[config.mk]
export PLATFORM = sky130hd
export DESIGN_NAME = rvc_mem_arbiter
export DESIGN_NICKNAME = d
export VERILOG_FILES = /design/src/rtl/rvc_mem_arbiter_pkg.sv /design/src/rtl/rvc_mem_arbiter_rr.sv /design/src/rtl/rvc_mem_arbiter.sv
export SDC_FILE = /design/constraint.sdc
export NUM_CORES = 1
export LEC_CHECK = 0
export ABC_AREA = 1
export BUFFER_PORTS_ARGS = -buffer_cell sky130_fd_sc_hd__buf_4
export CAP_MARGIN = 15
export CORE_MARGIN = 8
export CORE_UTILIZATION = 25
export DETAILED_ROUTE_END_ITERATION = 10
export PLACE_DENSITY_LB_ADDON = 0.05
export SKIP_CTS_REPAIR_TIMING = 1
export SLEW_MARGIN = 20
export SYNTH_ARGS = -nofsm -noshare
export SYNTH_HDL_FRONTEND = slang
export SYNTH_SLANG_ARGS = --single-unit
export TNS_END_PERCENT = 100
[constraint.sdc]
create_clock -name clk -period 3.7 [get_ports clk]
set_clock_uncertainty 0.2 [all_clocks]
set_input_delay 0.74 -clock clk [delete_from_list [all_inputs] [get_ports clk]]
set_output_delay 0.74 -clock clk [all_outputs]
set_load 0.02 [all_outputs]
[src/rtl/rvc_mem_arbiter_pkg.sv]
// Shared types and constants for the core/loader memory arbiter.
package rvc_mem_arbiter_pkg;

  localparam int ADDR_W        = 16;
  localparam int BURST_W       = 8;
  localparam int MAX_CORE_WAIT = 8;
  localparam int WAIT_W        = $clog2(MAX_CORE_WAIT + 1);

  localparam logic [BURST_W-1:0] BURST_ONE = {{(BURST_W-1){1'b0}}, 1'b1};

  typedef enum logic {
    IDLE      = 1'b0,
    LDR_BURST = 1'b1
  } t_mem_arb_state;

  typedef enum logic [1:0] {
    OWN_NONE = 2'd0,
    OWN_CORE = 2'd1,
    OWN_LDR  = 2'd2
  } t_mem_owner;

  typedef struct packed {
    logic              wr_en;
    logic [ADDR_W-1:0] addr;
    logic [31:0]       wr_data;
    logic [3:0]        byte_en;
  } t_mem_req;

  // A zero-length burst still moves one beat.
  function automatic logic [BURST_W-1:0] eff_len(input logic [BURST_W-1:0] len);
    return (len == {BURST_W{1'b0}}) ? BURST_ONE : len;
  endfunction

endpackage

[src/rtl/rvc_mem_arbiter_rr.sv]
// Two-way round-robin picker; bit 0 is the core, bit 1 the loader.
module rvc_mem_arbiter_rr (
  input  logic [1:0] req,
  input  logic       last_ldr,
  output logic [1:0] gnt
);

  // On a tie the requester that did not win last time goes first.
  always_comb begin
    gnt = 2'b00;
    case (req)
      2'b01:   gnt = 2'b01;
      2'b10:   gnt = 2'b10;
      2'b11:   gnt = last_ldr ? 2'b01 : 2'b10;
      default: gnt = 2'b00;
    endcase
  end

endmodule

[src/rtl/rvc_mem_arbiter.sv]
// Shares one single-port synchronous memory between the core data port and a
// loader/debug port: one access per cycle, round-robin, loader bursts with a core starvation guard.
module rvc_mem_arbiter
  import rvc_mem_arbiter_pkg::*;
(
  input  logic               clk,
  input  logic               rst_n,
  input  logic               core_req,
  input  logic               core_wr_en,
  input  logic [ADDR_W-1:0]  core_addr,
  input  logic [31:0]        core_wr_data,
  input  logic [3:0]         core_byte_en,
  output logic               core_gnt,
  output logic               core_rd_valid,
  output logic [31:0]        core_rd_data,
  input  logic               ldr_req,
  input  logic               ldr_wr_en,
  input  logic [ADDR_W-1:0]  ldr_addr,
  input  logic [31:0]        ldr_wr_data,
  input  logic [3:0]         ldr_byte_en,
  input  logic [BURST_W-1:0] ldr_burst_len,
  output logic               ldr_gnt,
  output logic               ldr_rd_valid,
  output logic [31:0]        ldr_rd_data,
  output logic               mem_en,
  output logic               mem_wr_en,
  output logic [ADDR_W-1:0]  mem_addr,
  output logic [31:0]        mem_wr_data,
  output logic [3:0]         mem_byte_en,
  input  logic [31:0]        mem_rd_data
);

  t_mem_arb_state     state_r;
  logic               last_ldr_r;
  logic [BURST_W-1:0] burst_cnt_r;
  logic [WAIT_W-1:0]  wait_cnt_r;
  t_mem_owner         owner_r;

  logic [1:0]         rr_gnt_s;
  logic               core_gnt_s;
  logic               ldr_gnt_s;
  logic               force_core_s;
  logic [BURST_W-1:0] len_s;
  t_mem_req           core_cmd_s;
  t_mem_req           ldr_cmd_s;
  t_mem_req           win_cmd_s;

  rvc_mem_arbiter_rr u_rr (
    .req      ({ldr_req, core_req}),
    .last_ldr (last_ldr_r),
    .gnt      (rr_gnt_s)
  );

  assign core_cmd_s = '{wr_en: core_wr_en, addr: core_addr, wr_data: core_wr_data, byte_en: core_byte_en};
  assign ldr_cmd_s  = '{wr_en: ldr_wr_en,  addr: ldr_addr,  wr_data: ldr_wr_data,  byte_en: ldr_byte_en};
  assign len_s      = eff_len(ldr_burst_len);

  // Grant decision: round-robin when idle, loader-locked during a burst unless the core has starved.
  always_comb begin
    core_gnt_s   = 1'b0;
    ldr_gnt_s    = 1'b0;
    force_core_s = core_req && (wait_cnt_r == WAIT_W'(MAX_CORE_WAIT));
    case (state_r)
      IDLE: begin
        core_gnt_s = rr_gnt_s[0];
        ldr_gnt_s  = rr_gnt_s[1];
      end
      LDR_BURST: begin
        if (ldr_req && !force_core_s) begin
          ldr_gnt_s = 1'b1;
        end else if (core_req) begin
          core_gnt_s = 1'b1;
        end else begin
          core_gnt_s = 1'b0;
          ldr_gnt_s  = 1'b0;
        end
      end
      default: begin
        core_gnt_s = 1'b0;
        ldr_gnt_s  = 1'b0;
      end
    endcase
  end

  // Memory command follows the winner; quiet bus when nobody is granted.
  always_comb begin
    win_cmd_s = '0;
    if (ldr_gnt_s) begin
      win_cmd_s = ldr_cmd_s;
    end else if (core_gnt_s) begin
      win_cmd_s = core_cmd_s;
    end else begin
      win_cmd_s = '0;
    end
  end

  assign core_gnt    = core_gnt_s;
  assign ldr_gnt     = ldr_gnt_s;
  assign mem_en      = core_gnt_s | ldr_gnt_s;
  assign mem_wr_en   = win_cmd_s.wr_en;
  assign mem_addr    = win_cmd_s.addr;
  assign mem_wr_data = win_cmd_s.wr_data;
  assign mem_byte_en = win_cmd_s.byte_en;

  assign core_rd_valid = (owner_r == OWN_CORE);
  assign ldr_rd_valid  = (owner_r == OWN_LDR);
  assign core_rd_data  = core_rd_valid ? mem_rd_data : 32'h0000_0000;
  assign ldr_rd_data   = ldr_rd_valid  ? mem_rd_data : 32'h0000_0000;

  // Arbiter FSM, burst/wait counters and read-response owner.
  always_ff @(posedge clk or negedge rst_n) begin
    if (!rst_n) begin
      state_r     <= IDLE;
      last_ldr_r  <= 1'b1;
      burst_cnt_r <= {BURST_W{1'b0}};
      wait_cnt_r  <= {WAIT_W{1'b0}};
      owner_r     <= OWN_NONE;
    end else begin
      if (core_gnt_s && !core_wr_en) begin
        owner_r <= OWN_CORE;
      end else if (ldr_gnt_s && !ldr_wr_en) begin
        owner_r <= OWN_LDR;
      end else begin
        owner_r <= OWN_NONE;
      end

      case (state_r)
        IDLE: begin
          wait_cnt_r <= {WAIT_W{1'b0}};
          if (ldr_gnt_s) begin
            last_ldr_r <= 1'b1;
            if (len_s > BURST_ONE) begin
              state_r     <= LDR_BURST;
              burst_cnt_r <= len_s - BURST_ONE;
            end else begin
              state_r     <= IDLE;
              burst_cnt_r <= {BURST_W{1'b0}};
            end
          end else if (core_gnt_s) begin
            last_ldr_r <= 1'b0;
          end else begin
            last_ldr_r <= last_ldr_r;
          end
        end
        LDR_BURST: begin
          if (ldr_gnt_s) begin
            burst_cnt_r <= burst_cnt_r - BURST_ONE;
            if (burst_cnt_r == BURST_ONE) begin
              state_r    <= IDLE;
              last_ldr_r <= 1'b1;
              wait_cnt_r <= {WAIT_W{1'b0}};
            end else if (core_req && (wait_cnt_r != WAIT_W'(MAX_CORE_WAIT))) begin
              wait_cnt_r <= wait_cnt_r + {{(WAIT_W-1){1'b0}}, 1'b1};
            end else begin
              wait_cnt_r <= wait_cnt_r;
            end
          end else if (core_gnt_s) begin
            wait_cnt_r <= {WAIT_W{1'b0}};
          end else begin
            wait_cnt_r <= wait_cnt_r;
          end
        end
        default: begin
          state_r <= IDLE;
        end
      endcase
    end
  end

endmodule

Word-level counts from Yosys, hierarchy flattened
Cells that the tools add are included.
Operators by class
  add/sub/neg operators: 3
  eq/ne operators: 14
  $lt $le $gt $ge: 1
  bitwise operators: 2
  muxes and demuxes: 33
  reduce and logical (&&, ||, !) cells: 12
Operators by type and width (count)
  $mux W53: 2
  $mux W32: 2
  $mux W8: 4
  $mux W4: 4
  $pmux W8 S2: 1
  $sub A8 B1 Y8 const B: 2
  $mux W1: 11
  $eq A8 B1 Y1 const B: 1
  $gt A8 B1 Y1 const B: 1
  $logic_not A8 Y1: 1
  $pmux W1 S2: 4
  $pmux W4 S2: 1
  $eq A2 B2 Y1 const B: 3
  $mux W2: 3
  $pmux W2 S3: 1
  $logic_and A1 B1 Y1: 5
  $add A4 B1 Y4 const B: 1
  $eq A2 B1 Y1 const B: 2
  $eq A4 B4 Y1 const B: 1
  $ne A2 B1 Y1 const B: 2
  $ne A4 B2 Y1 const B: 1
  $ne A4 B4 Y1 const B: 1
  $reduce_and A2 Y1: 2
  $logic_not A1 Y1: 3
  other kinds (6): 6
Storage, ports and cells
  output and inout port bits: 122
  register bits after elaboration: 16
  bits of input ports: 150

Logic depth before layout (Yosys ltp)
  word-level depth: 9
  gate-level depth with buffers: 11
  gate-level depth less buffers: 10

Hierarchy
A second synthesis with hierarchy kept.
Second synthesis, totals
  cells, all modules: 466
  area total of the unflattened synthesis: 2341.0 µm²
Modules (own cells, without submodules)
  rvc_mem_arbiter: instances 1, sequential area each 401.6 µm², cells an instance 461, area an instance 2319.7 µm²
  rvc_mem_arbiter_rr: instances 1, sequential area each 0.0 µm², cells an instance 5, area an instance 21.3 µm²

Least setup slack after synthesis
OpenSTA, ideal clock, no wires.
  path kind: in2out
  from: in ldr_req
  to: out mem_addr[10]
  path slack: 1.025 ns
  arrival: 1.735 ns
  stages on the path: 6
  data required time: 2.760 ns
  cells stage by stage: a21boi_1 > nand2_1 > o21ai_2 > clkbuf_1 > nand2_1 > nand2_1
Between the ends
  elaborated cells on any way between the ends: 11
RTL lines
  from (decl): line rvc_mem_arbiter.sv:16  | input logic ldr_req,
  $eq A2 B2 Y1 (tied with other cells): line rvc_mem_arbiter_rr.sv:11  | case (req)
  $pmux W2 S3 or $mux W1 (tied branches): line rvc_mem_arbiter_rr.sv:11, rvc_mem_arbiter.sv:69
  $pmux W1 S2 (*): line rvc_mem_arbiter.sv:63  | case (state_r)
  via ldr_gnt: line rvc_mem_arbiter.sv:22  | output logic ldr_gnt,
  $mux W53 (*): line rvc_mem_arbiter.sv:88  | if (ldr_gnt_s) begin
  to (decl): line rvc_mem_arbiter.sv:27  | output logic [ADDR_W-1:0] mem_addr,
The timed path passes the listed nets; every way through them passes the cells marked *.

Worst setup path after layout
  from: reg state_r
  to: out mem_addr[2]
Between the ends
  word-level cells in the longest chain between the ends: 4
  elaborated cells on any way between the ends: 5
RTL lines
  from (decl): line rvc_mem_arbiter.sv:33  | t_mem_arb_state state_r;
  from (signal assigned): line rvc_mem_arbiter.sv:113  | state_r <= IDLE;
  from (signal assigned): line rvc_mem_arbiter.sv:133  | state_r <= LDR_BURST;
  from (signal assigned): line rvc_mem_arbiter.sv:136  | state_r <= IDLE;
  $not A1 Y1
  $pmux W1 S2: line rvc_mem_arbiter.sv:63
  $mux W53: line rvc_mem_arbiter.sv:90  | end else if (core_gnt_s) begin
  $mux W53 (*): line rvc_mem_arbiter.sv:88
Every way passes the cells marked *; elsewhere a longest branch is shown, timed or not.

==> results.yml <==
synthesis:
  synthTopCellsByCount: "198 x nand2_1, 91 x nor2_1, 60 x inv_1"
  ys_types: 29
  ys_ff_latch: 16
  synthArstFlopShare_pct: 100.0
  synthMostInstantiatedCell: "nand2_1"
  syn_nets: 601
  syn_inst: 447
  avgSynthCellArea_um2: 5.022
  synth_edf_count: 0
  synth_area_um2: 2245
  ys_seq_area_share_pct: 17.89
  yosys-top-cells-area: "nand2_1 33%, dfrtp_1 17%, nor2_1 15%, inv_1 10%, nand3_1 3.1%"
  synth_flop_cell: "dfrtp_1"
  synth_top_area_share_pct: 33.11
  ys_warn_count: 0
  synth_area_leader_cell: "nand2_1"
placement:
  dp_hpwl_mm: 11.65
  gp_congestion: 0.8971
  placed_cell_area_um2: 4325
  pre_cts_slack_ns: 0.4836
  dp.cells: 809
  port-buffer-count: 271
layout:
  drive_gt1_share_pct: 41.42
  stdcell_area_um2: 4383
  nFillCells: 930
  stdcell_count: 813
  diodes: 0
  fin_nets: 860
  area_delta_synth_final_pct: 95.26
drt:
  wire_per_inst_um: 16.61
  wl_mm: 13.50
  dr.pass1.iters: 4
  postRouteAntennaNets: 0
  drc: 0
  viasPerCell: 4.277
  vias: 3477
  drt_iter0_markers: 276
sta:
  fmax_mhz: 305.2
  setup_violations: 0
  fin_setup_tns_ns: 0
  rsz0062_at_grt: "false"
  period_needed_ns: 3.277
  slew_viol_final: 0
  worst_slew_pin_slew_ns: 0.9686
  fin_crit_sh_pct: 88.56
  fin_ws_ns: 0.4232
  relSlewSlack_pct: 35.35
  hold_viol: 0
setup_path:
  crit_chain: "inv_2, o21ai_4, buf_4, nand2_1, nand2_1, buf_4"
  r2r_slack_ns: 1.47
  worstPathArrival_ns: 2.34
  critPathTopFamily: "buffers and inverters"
  crit_path_end_kind: "output pin"
  critPathMaxStageDelay_ns: 0.63
  path_max_fanout: 24
  path_buf_inv: 3
  slowest_stage: "o21ai_4"
  cp-start-kind: "flop"
  cp_data_required_time_ns: 2.76
  critical_path_class: "flop to output pin"
pwr:
  p_per_area_nw_per_um2: 235.1
  p_leak_nw: 2.772
  totalPowerFinal_w: 0.001031
  ir_drop_uv: 202.3
grt:
  grt_use_total_pct: 20.77
  grt-ovfl-total: 0
  grt_pass1_vias: 3246
  grt_pass1_wl_mm: 20.60
  antenna_found_initial: 0
  grt_max_degree: 54
cts:
  htreeDepth: 1
  clkSinkCount: 16
  cts-buffers-inserted: 3
  cts.clk_slew.worst_paths_ns: 0.07
  cts-root-buf: "clkbuf_8"
  worstSkewPairLatency_ns: 0.25
  cts_buffer_depth: 2
  cts_tree: "built"
run_status:
  outcome: "finished clean"
floorplanning:
  die_x_um: 110.8
  core-area_um2: 8721
  io_pins: 272
  dieArea_um2: 12270
  start_util_pct: 25.74
  core.rowCount: 34
  die_y_um: 110.8
flow_run:
  max_cap_violations: 0
hold_path:
  hold_class: "primary input to async pin"
[power by group]
part	leakage [nW]	switching, W	internal, W	total [W]
clock network	0.0288	0.0000646	0.0000945	0.000159
logic	2.55	0.000330	0.000285	0.000615
registers	0.188	0.0000371	0.000219	0.000256
[cell families after synthesis]
family	count (synthesis)	synth area share (%)
buf+inv	81	16.00
compound gates	23	6.020
flops	16	17.89
simple gates	319	56.30
xor+xnor	4	1.561
fa+ha+maj	4	2.230
[final cells by class]
class,count,area (um2),area share [%]
multi-input combinational,350,1494,34.09
clock buffer,4,55.05,1.256
tap,108,135.1,3.083
timing repair buffer,273,2062,47.05
sequential,16,401.6,9.164
inverter,62,235.2,5.367
[sequential cells by signal, indices dropped and copies added (netlist names)]
| signal | cells |
|---|---|
| owner_r | 2 |
| state_r | 1 |
| wait_cnt_r | 4 |
| burst_cnt_r | 8 |
| last_ldr_r | 1 |
[final timing paths]
path,cells after the start,to,from
setup / recovery,6,mem_addr[2],state_r
hold / removal,1,burst_cnt_r[0],rst_n
setup reg to reg,4,wait_cnt_r[0],state_r
hold reg to reg,2,last_ldr_r,last_ldr_r
max in group asynchronous,1,last_ldr_r,rst_n
min in group clk,2,last_ldr_r,last_ldr_r
[routing by layer]
layer | GRT usage (%) | vias up | part of all wire (%)
met5 | 0 | - | 0
met4 | 3.423 | 0 | 1.4
met3 | 4.437 | 15 | 6.2
met2 | 39.98 | 108 | 55
met1 | 22.71 | 1520 | 37
li1 | - | 1834 | -
[layout by cell type, fill, tap and decap left out, drive strengths merged]
cell type,netlist,layout
o21bai,3,3
o22ai,1,1
a31oi,2,2
dfstp,1,1
dfrtp,15,15
clkbuf,9,4
nand2,207,207
or2,1,1
a21oi,9,9
xnor2,2,2
inv,62,62
a21boi,1,1
nand4,5,5
xor2,2,2
buf,10,273
a22oi,1,1
nor2,91,91
nand3,14,14
nand3b,1,1
ha,4,4
o21ai,6,6
[metrics by stage]
stage          hold slack [ns]  utilization, %
5_1_grt                 0.1370           50.26
3_5_place_dp            0.2675           49.60
2_1_floorplan           0.2417               -
4_1_cts                 0.1349           50.23
6_report                0.1300           50.26
3_3_place_gp            0.2526           49.60
Power figures use the tool's default switching activity.
